## src/rtl/kf8237_dma_peripheral_endpoint.sv

```systemverilog
// Peripheral-side DMA endpoint for a KF8237 channel: raises DREQ, answers DACK/IOR/IOW
// bus cycles and buffers bytes between the local device port and the bus in one FIFO.
module kf8237_dma_peripheral_endpoint #(
    parameter int FIFO_DEPTH        = 16,
    parameter int REQUEST_THRESHOLD = 1
) (
    input  logic                         clock,
    input  logic                         reset,
    input  logic                         enable,
    input  logic                         direction,
    input  logic                         demand_mode,
    output logic                         dma_request,
    input  logic                         dma_acknowledge,
    input  logic                         io_read_n,
    input  logic                         io_write_n,
    input  logic                         terminal_count,
    input  logic [7:0]                   data_bus_in,
    output logic [7:0]                   data_bus_out,
    output logic                         data_bus_io,
    input  logic                         local_write,
    input  logic [7:0]                   local_write_data,
    input  logic                         local_read,
    output logic [7:0]                   local_read_data,
    output logic                         local_full,
    output logic                         local_empty,
    output logic [$clog2(FIFO_DEPTH):0]  fifo_level,
    output logic                         transfer_done,
    output logic                         overrun,
    input  logic                         clear_done
);

    localparam int AW = $clog2(FIFO_DEPTH);
    localparam int LW = AW + 1;
    localparam logic [LW-1:0] DEPTH_L = LW'(FIFO_DEPTH);
    localparam logic [LW-1:0] THRESH_L = LW'(REQUEST_THRESHOLD);

    typedef enum logic [2:0] {
        S_IDLE,
        S_REQUEST,
        S_ACKED,
        S_RELEASE,
        S_DONE
    } state_t;

    state_t          state;
    state_t          next_state;
    logic            dir_q;
    logic            demand_q;
    logic            tc_seen;
    logic [7:0]      mem [FIFO_DEPTH];
    logic [AW-1:0]   wr_ptr;
    logic [AW-1:0]   rd_ptr;
    logic [LW-1:0]   level;
    logic [LW-1:0]   level_next;
    logic [7:0]      bus_byte;
    logic [7:0]      head;
    logic            strobe_low;
    logic            bus_hit;
    logic            complete;
    logic            abort;
    logic            push_req;
    logic            pop_req;
    logic            push_ok;
    logic            pop_ok;
    logic            full;
    logic            empty;
    logic            ready;
    logic            ready_after;

    function automatic logic is_ready(input logic dir, input logic [LW-1:0] lvl);
        if (dir)
            return (DEPTH_L - lvl) >= THRESH_L;
        else
            return lvl >= THRESH_L;
    endfunction

    assign strobe_low = dir_q ? ~io_write_n : ~io_read_n;
    assign bus_hit    = dma_acknowledge & strobe_low;
    assign complete   = (state == S_ACKED) & dma_acknowledge & ~strobe_low;
    // Losing DACK before the strobe finishes is an abort, never a completed byte.
    assign abort      = (state == S_ACKED) & ~dma_acknowledge;

    assign full      = (level == DEPTH_L);
    assign empty     = (level == '0);
    assign head      = mem[rd_ptr];
    assign push_req  = dir_q ? complete : local_write;
    assign pop_req   = dir_q ? local_read : complete;
    assign pop_ok    = pop_req & ~empty;
    assign push_ok   = push_req & (~full | pop_ok);

    always_comb begin
        level_next = level;
        if (push_ok && !pop_ok)
            level_next = level + 1'b1;
        else if (pop_ok && !push_ok)
            level_next = level - 1'b1;
    end

    assign ready       = is_ready(dir_q, level);
    assign ready_after = is_ready(dir_q, level_next);

    always_ff @(posedge clock) begin
        if (reset) begin
            wr_ptr <= '0;
            rd_ptr <= '0;
            level  <= '0;
        end else begin
            if (push_ok)
                wr_ptr <= wr_ptr + 1'b1;
            if (pop_ok)
                rd_ptr <= rd_ptr + 1'b1;
            level <= level_next;
        end
    end

    always_ff @(posedge clock) begin
        if (push_ok)
            mem[wr_ptr] <= dir_q ? bus_byte : local_write_data;
        if (dir_q && strobe_low)
            bus_byte <= data_bus_in;
    end

    always_ff @(posedge clock) begin
        if (reset)
            state <= S_IDLE;
        else
            state <= next_state;
    end

    // An acknowledged strobe arriving in IDLE is a cycle the controller committed to
    // before DREQ dropped; it is served so a push into a full FIFO is seen as overrun.
    always_comb begin
        next_state = state;
        case (state)
            S_IDLE: begin
                if (bus_hit)
                    next_state = S_ACKED;
                else if (enable && ready && !transfer_done)
                    next_state = S_REQUEST;
            end
            S_REQUEST: begin
                if (bus_hit)
                    next_state = S_ACKED;
                else if (!enable)
                    next_state = S_IDLE;
            end
            S_ACKED: begin
                if (abort)
                    next_state = S_REQUEST;
                else if (complete) begin
                    if (tc_seen)
                        next_state = S_DONE;
                    else if (!demand_q)
                        next_state = S_RELEASE;
                    else if (enable && ready_after)
                        next_state = S_REQUEST;
                    else
                        next_state = S_IDLE;
                end
            end
            S_RELEASE: next_state = S_IDLE;
            S_DONE: begin
                if (clear_done)
                    next_state = S_IDLE;
            end
            default: next_state = S_IDLE;
        endcase
    end

    always_ff @(posedge clock) begin
        if (reset) begin
            dir_q         <= 1'b0;
            demand_q      <= 1'b0;
            tc_seen       <= 1'b0;
            transfer_done <= 1'b0;
            overrun       <= 1'b0;
        end else begin
            if (state == S_IDLE || state == S_DONE) begin
                dir_q    <= direction;
                demand_q <= demand_mode;
            end
            if (complete || abort)
                tc_seen <= 1'b0;
            else if (bus_hit && terminal_count && (state == S_ACKED || next_state == S_ACKED))
                tc_seen <= 1'b1;
            if (clear_done)
                transfer_done <= 1'b0;
            else if (complete && tc_seen)
                transfer_done <= 1'b1;
            if (clear_done)
                overrun <= 1'b0;
            else if (dir_q && complete && full && !pop_ok)
                overrun <= 1'b1;
        end
    end

    always_comb begin
        dma_request = 1'b0;
        case (state)
            S_REQUEST: dma_request = 1'b1;
            S_ACKED:   dma_request = demand_q;
            default:   dma_request = 1'b0;
        endcase
    end

    assign data_bus_io     = (state == S_ACKED) & ~dir_q & dma_acknowledge & ~io_read_n;
    assign data_bus_out    = ((state == S_ACKED) && !dir_q && !empty) ? head : 8'h00;
    assign local_read_data = empty ? 8'h00 : head;
    assign local_full      = full;
    assign local_empty     = empty;
    assign fifo_level      = level;

endmodule

```

## config.mk

```make
export PLATFORM = sky130hd
export DESIGN_NAME = kf8237_dma_peripheral_endpoint
export DESIGN_NICKNAME = d
export VERILOG_FILES = /design/src/rtl/kf8237_dma_peripheral_endpoint.sv
export SDC_FILE = /design/constraint.sdc
export NUM_CORES = 1
export LEC_CHECK = 0
export ABC_CLOCK_PERIOD_IN_PS = 4600
export BUFFER_PORTS_ARGS = -buffer_cell sky130_fd_sc_hd__buf_2
export CAP_MARGIN = 20
export CORE_ASPECT_RATIO = 0.8
export CORE_UTILIZATION = 39
export DETAILED_ROUTE_END_ITERATION = 10
export GPL_ROUTABILITY_DRIVEN = 0
export PLACE_DENSITY = 0.65
export SETUP_SLACK_MARGIN = 0.3
export SLEW_MARGIN = 20
export SYNTH_ARGS = -nofsm -noshare
export SYNTH_HDL_FRONTEND = slang
export SYNTH_SLANG_ARGS = --single-unit
export TNS_END_PERCENT = 100
```

## constraint.sdc

```tcl
create_clock -name clock -period 4.6 [get_ports clock]
set_input_delay 0.69 -clock clock [delete_from_list [all_inputs] [get_ports clock]]
set_output_delay 0.69 -clock clock [all_outputs]
set_load 0.005 [all_outputs]
```

==> reports/qor.json <==
{
  "crit_family": "simple AND/OR/NAND/NOR gates",
  "drt-pass1-iter-count": 5,
  "asyncSetResetFlopFracSynth_pct": 0,
  "yosys.area.top_type": "sky130_fd_sc_hd__edfxtp_1",
  "drt_iter0_markers": 239,
  "floorplan.die.width_um": 151,
  "finalNetCount": 534,
  "grt_overflow_total": 0,
  "top_signal_layer_used": "met4",
  "die_y_um": 121,
  "final.hold.worst_slack_ns": 0.448,
  "power.density_cell_area_nw_per_um2": 498,
  "cpMaxStageDelayCell": "sky130_fd_sc_hd__ha_1",
  "cts_tree": "done",
  "min_period_over_period_pct": 86.1,
  "num_antenna_cells": 0,
  "core.rowCount": 43,
  "cpMostUsedCell": "sky130_fd_sc_hd__ha_1",
  "ant_nets": 0,
  "synth_largest_type_area_fraction_pct": 59.1,
  "numCtsBuffers": 17,
  "finalHoldViolCount": 0,
  "post_synth.cell_area_avg_um2": 16.0,
  "worst_skew_pair.late_latency_ns": 0.42,
  "grt.total_usage_pct": 17.5,
  "mostFrequentLayoutCells": "sky130_fd_sc_hd__edfxtp_1 (136), sky130_fd_sc_hd__buf_2 (54), sky130_fd_sc_hd__nor2_1 (34)",
  "wl_met3_um": 861,
  "met1_length_um": 7240,
  "crit_path_start_kind": "flop",
  "grt_first_pass_wirelength_um": 23100,
  "met2RoutedLength_um": 6460,
  "grt_setup_unrepaired": "no",
  "setup_total_negative_slack_ns": 0,
  "floorplan.die_area_um2": 18300,
  "min_path_type": "in2reg",
  "synth-edff-count": 136,
  "drcViolationCount": 0,
  "dp.cells": 698,
  "routed-via-count": 3955,
  "data_arrival_at_the_endpoint_of_the_critical_path_ns": 4.26,
  "ys.warnings.count": 0,
  "status": "finished clean",
  "vias_in_the_first_global_route": 3953,
  "clk_pin_slew_ns": 0.06,
  "cts_repair_resize_count": 0,
  "drive_gt1_share_pct": 29.1,
  "syn-instance-count": 431,
  "io_buffers": 54,
  "fmaxAchievable_mhz": 253,
  "timing.max_slew.rel_slack_pct": 40.3,
  "core_area_um2": 17300,
  "cts_max_path_buffers": 2,
  "path_buf_inv": 1,
  "placement.setup.worst_slack_ns": 0.682,
  "ctsHoldBuffers": 0,
  "grt_start_max_net_pins": 24,
  "vdd_drop_max_mv": 0.259,
  "path_cells": "inv_1 -> ha_1 -> and2_1 -> ha_1 -> nor4_2 -> or4_4 -> nor2b_1 -> xnor2_1 -> ha_1 -> or3_1 -> a221oi_2 -> o21ai_1",
  "final_max_slew_viol_count": 0,
  "ys_seq_area_share_pct": 66.3,
  "fin_worst_skew_ns": 0.00839,
  "setup_ws_ns": 0.640,
  "cellLeakagePower_uw": 0.00268,
  "count_of_pins_on_the_block_boundary": 55,
  "postRouteWirelength_um": 14700,
  "hpwlAfterDp_um": 9920,
  "fillCellCount": 1509,
  "initial_utilization_pct": 39.9,
  "synth_cell_types": 49,
  "synth_area_leaders": "sky130_fd_sc_hd__edfxtp_1 (59%), sky130_fd_sc_hd__mux4_2 (10%), sky130_fd_sc_hd__dfxtp_1 (7.2%)",
  "htree_levels": 4,
  "post_cts_repair_timing_setup_buffer_count": 0,
  "critPathKind": "reg2reg",
  "setup_violations_final": 0,
  "avgRoutedWirePerCell_um": 20.1,
  "area_delta_synth_final_pct": 16.7,
  "root_buffer": "sky130_fd_sc_hd__clkbuf_16",
  "number_of_antenna_violations_at_the_first_check_in_global_routing": 0,
  "critical-path-max-stage-delay_ns": 0.75,
  "required_ns": 4.90,
  "synth_seq_cells": 161,
  "clock_sink_count": 161,
  "report.power.total_uw": 4020,
  "timing.critical_path.to_type": "flop",
  "path_max_fanout": 20,
  "postSynthNetCount": 473,
  "layout.cells.most_common": "sky130_fd_sc_hd__edfxtp_1",
  "ys_dominant_reg_cell": "sky130_fd_sc_hd__edfxtp_1",
  "max_slew.worst_pin.slew_ns": 0.894,
  "period_minus_slack_ns": 3.96,
  "synth.cell_area_um2": 6920,
  "via_per_inst": 5.42,
  "max-cap-violations": 0,
  "final_cells": 730
}
## layout make-up
cell class | count | area, µm² | share of cell area (%)
clock inverters | 15 | 190 | 2.36
inverters | 8 | 30.0 | 0.372
repair buffers | 66 | 360 | 4.46
well taps | 225 | 282 | 3.49
multi-input cells | 238 | 2200 | 27.2
clock buffers | 17 | 425 | 5.27
flip-flops and latches | 161 | 4590 | 56.8
## flip-flops by register name, indices dropped and copies added, names as in the netlist, named ones only
register,flops
wr_ptr,4
overrun,1
demand_q,1
mem,128
rd_ptr,4
fifo_level,5
dir_q,1
transfer_done,1
bus_byte,8
state,3
tc_seen,1
## worst paths after layout
path                       startpoint                    end  slack [ns]  cells past startpoint
max reg2reg  fifo_level[0]$_SDFF_PP0_    state[0]$_SDFF_PP0_        0.64                     12
min reg2reg     demand_q$_SDFFE_PP0P_  demand_q$_SDFFE_PP0P_        0.50                      2
min                    data_bus_in[4]  bus_byte[4]$_DFFE_PP_        0.45                      1
max          fifo_level[0]$_SDFF_PP0_    state[0]$_SDFF_PP0_        0.64                     12
## Yosys cell counts, types with 2 or more instances
master / instances
sky130_fd_sc_hd__or3_1: 3
sky130_fd_sc_hd__nand3b_1: 4
sky130_fd_sc_hd__nand2_1: 14
sky130_fd_sc_hd__o21ai_0: 4
sky130_fd_sc_hd__mux2_2: 8
sky130_fd_sc_hd__xor2_1: 5
sky130_fd_sc_hd__nand2b_1: 5
sky130_fd_sc_hd__nand4_1: 3
sky130_fd_sc_hd__edfxtp_1: 136
sky130_fd_sc_hd__buf_2: 7
sky130_fd_sc_hd__inv_1: 8
sky130_fd_sc_hd__o21a_1: 2
sky130_fd_sc_hd__nor4b_1: 2
sky130_fd_sc_hd__xnor2_1: 4
sky130_fd_sc_hd__clkbuf_1: 14
sky130_fd_sc_hd__a211oi_1: 16
sky130_fd_sc_hd__nor2b_1: 15
sky130_fd_sc_hd__a2111oi_0: 7
sky130_fd_sc_hd__ha_1: 14
sky130_fd_sc_hd__buf_1: 2
sky130_fd_sc_hd__mux2i_1: 12
sky130_fd_sc_hd__a31oi_1: 3
sky130_fd_sc_hd__nor2_1: 34
sky130_fd_sc_hd__mux4_2: 32
sky130_fd_sc_hd__nor3_1: 12
sky130_fd_sc_hd__or4_4: 2
sky130_fd_sc_hd__nor3b_1: 2
sky130_fd_sc_hd__a21oi_1: 14
sky130_fd_sc_hd__nand3_1: 3
sky130_fd_sc_hd__dfxtp_1: 25
## cell families after synthesis
logic type / share of synthesized area [%]
AO/OA/AOI/OAI: 5.86
XOR/XNOR: 1.14
adder cells (fa/ha/maj): 2.53
buffers and inverters: 1.92
flip-flops: 66.3
multiplexers: 13.7
AND/OR/NAND/NOR: 8.59
## stage by stage
stage / utilization, % / area, µm²
CTS: 46.6 / 8070
detailed placement: 43.0 / 7460
global route: 46.6 / 8070
global placement: 43.0 / 7460
finish: 46.6 / 8070
floorplan: - / 6920
## routing by layer
| layer | global-route usage (%) | vias to the layer above |
|---|---|---|
| met5 | 0 | - |
| met4 | 5.06 | 0 |
| met3 | 4.17 | 9 |
| met2 | 25.5 | 148 |
| met1 | 26.0 | 1982 |
| li1 | - | 1816 |
## report_power, final
part	total [µW]	switching [µW]	internal (µW)
combinational	808	437	371
clock	1460	558	904
sequential	1750	85.9	1660
Note: power is estimated with default switching activity, not from simulation.
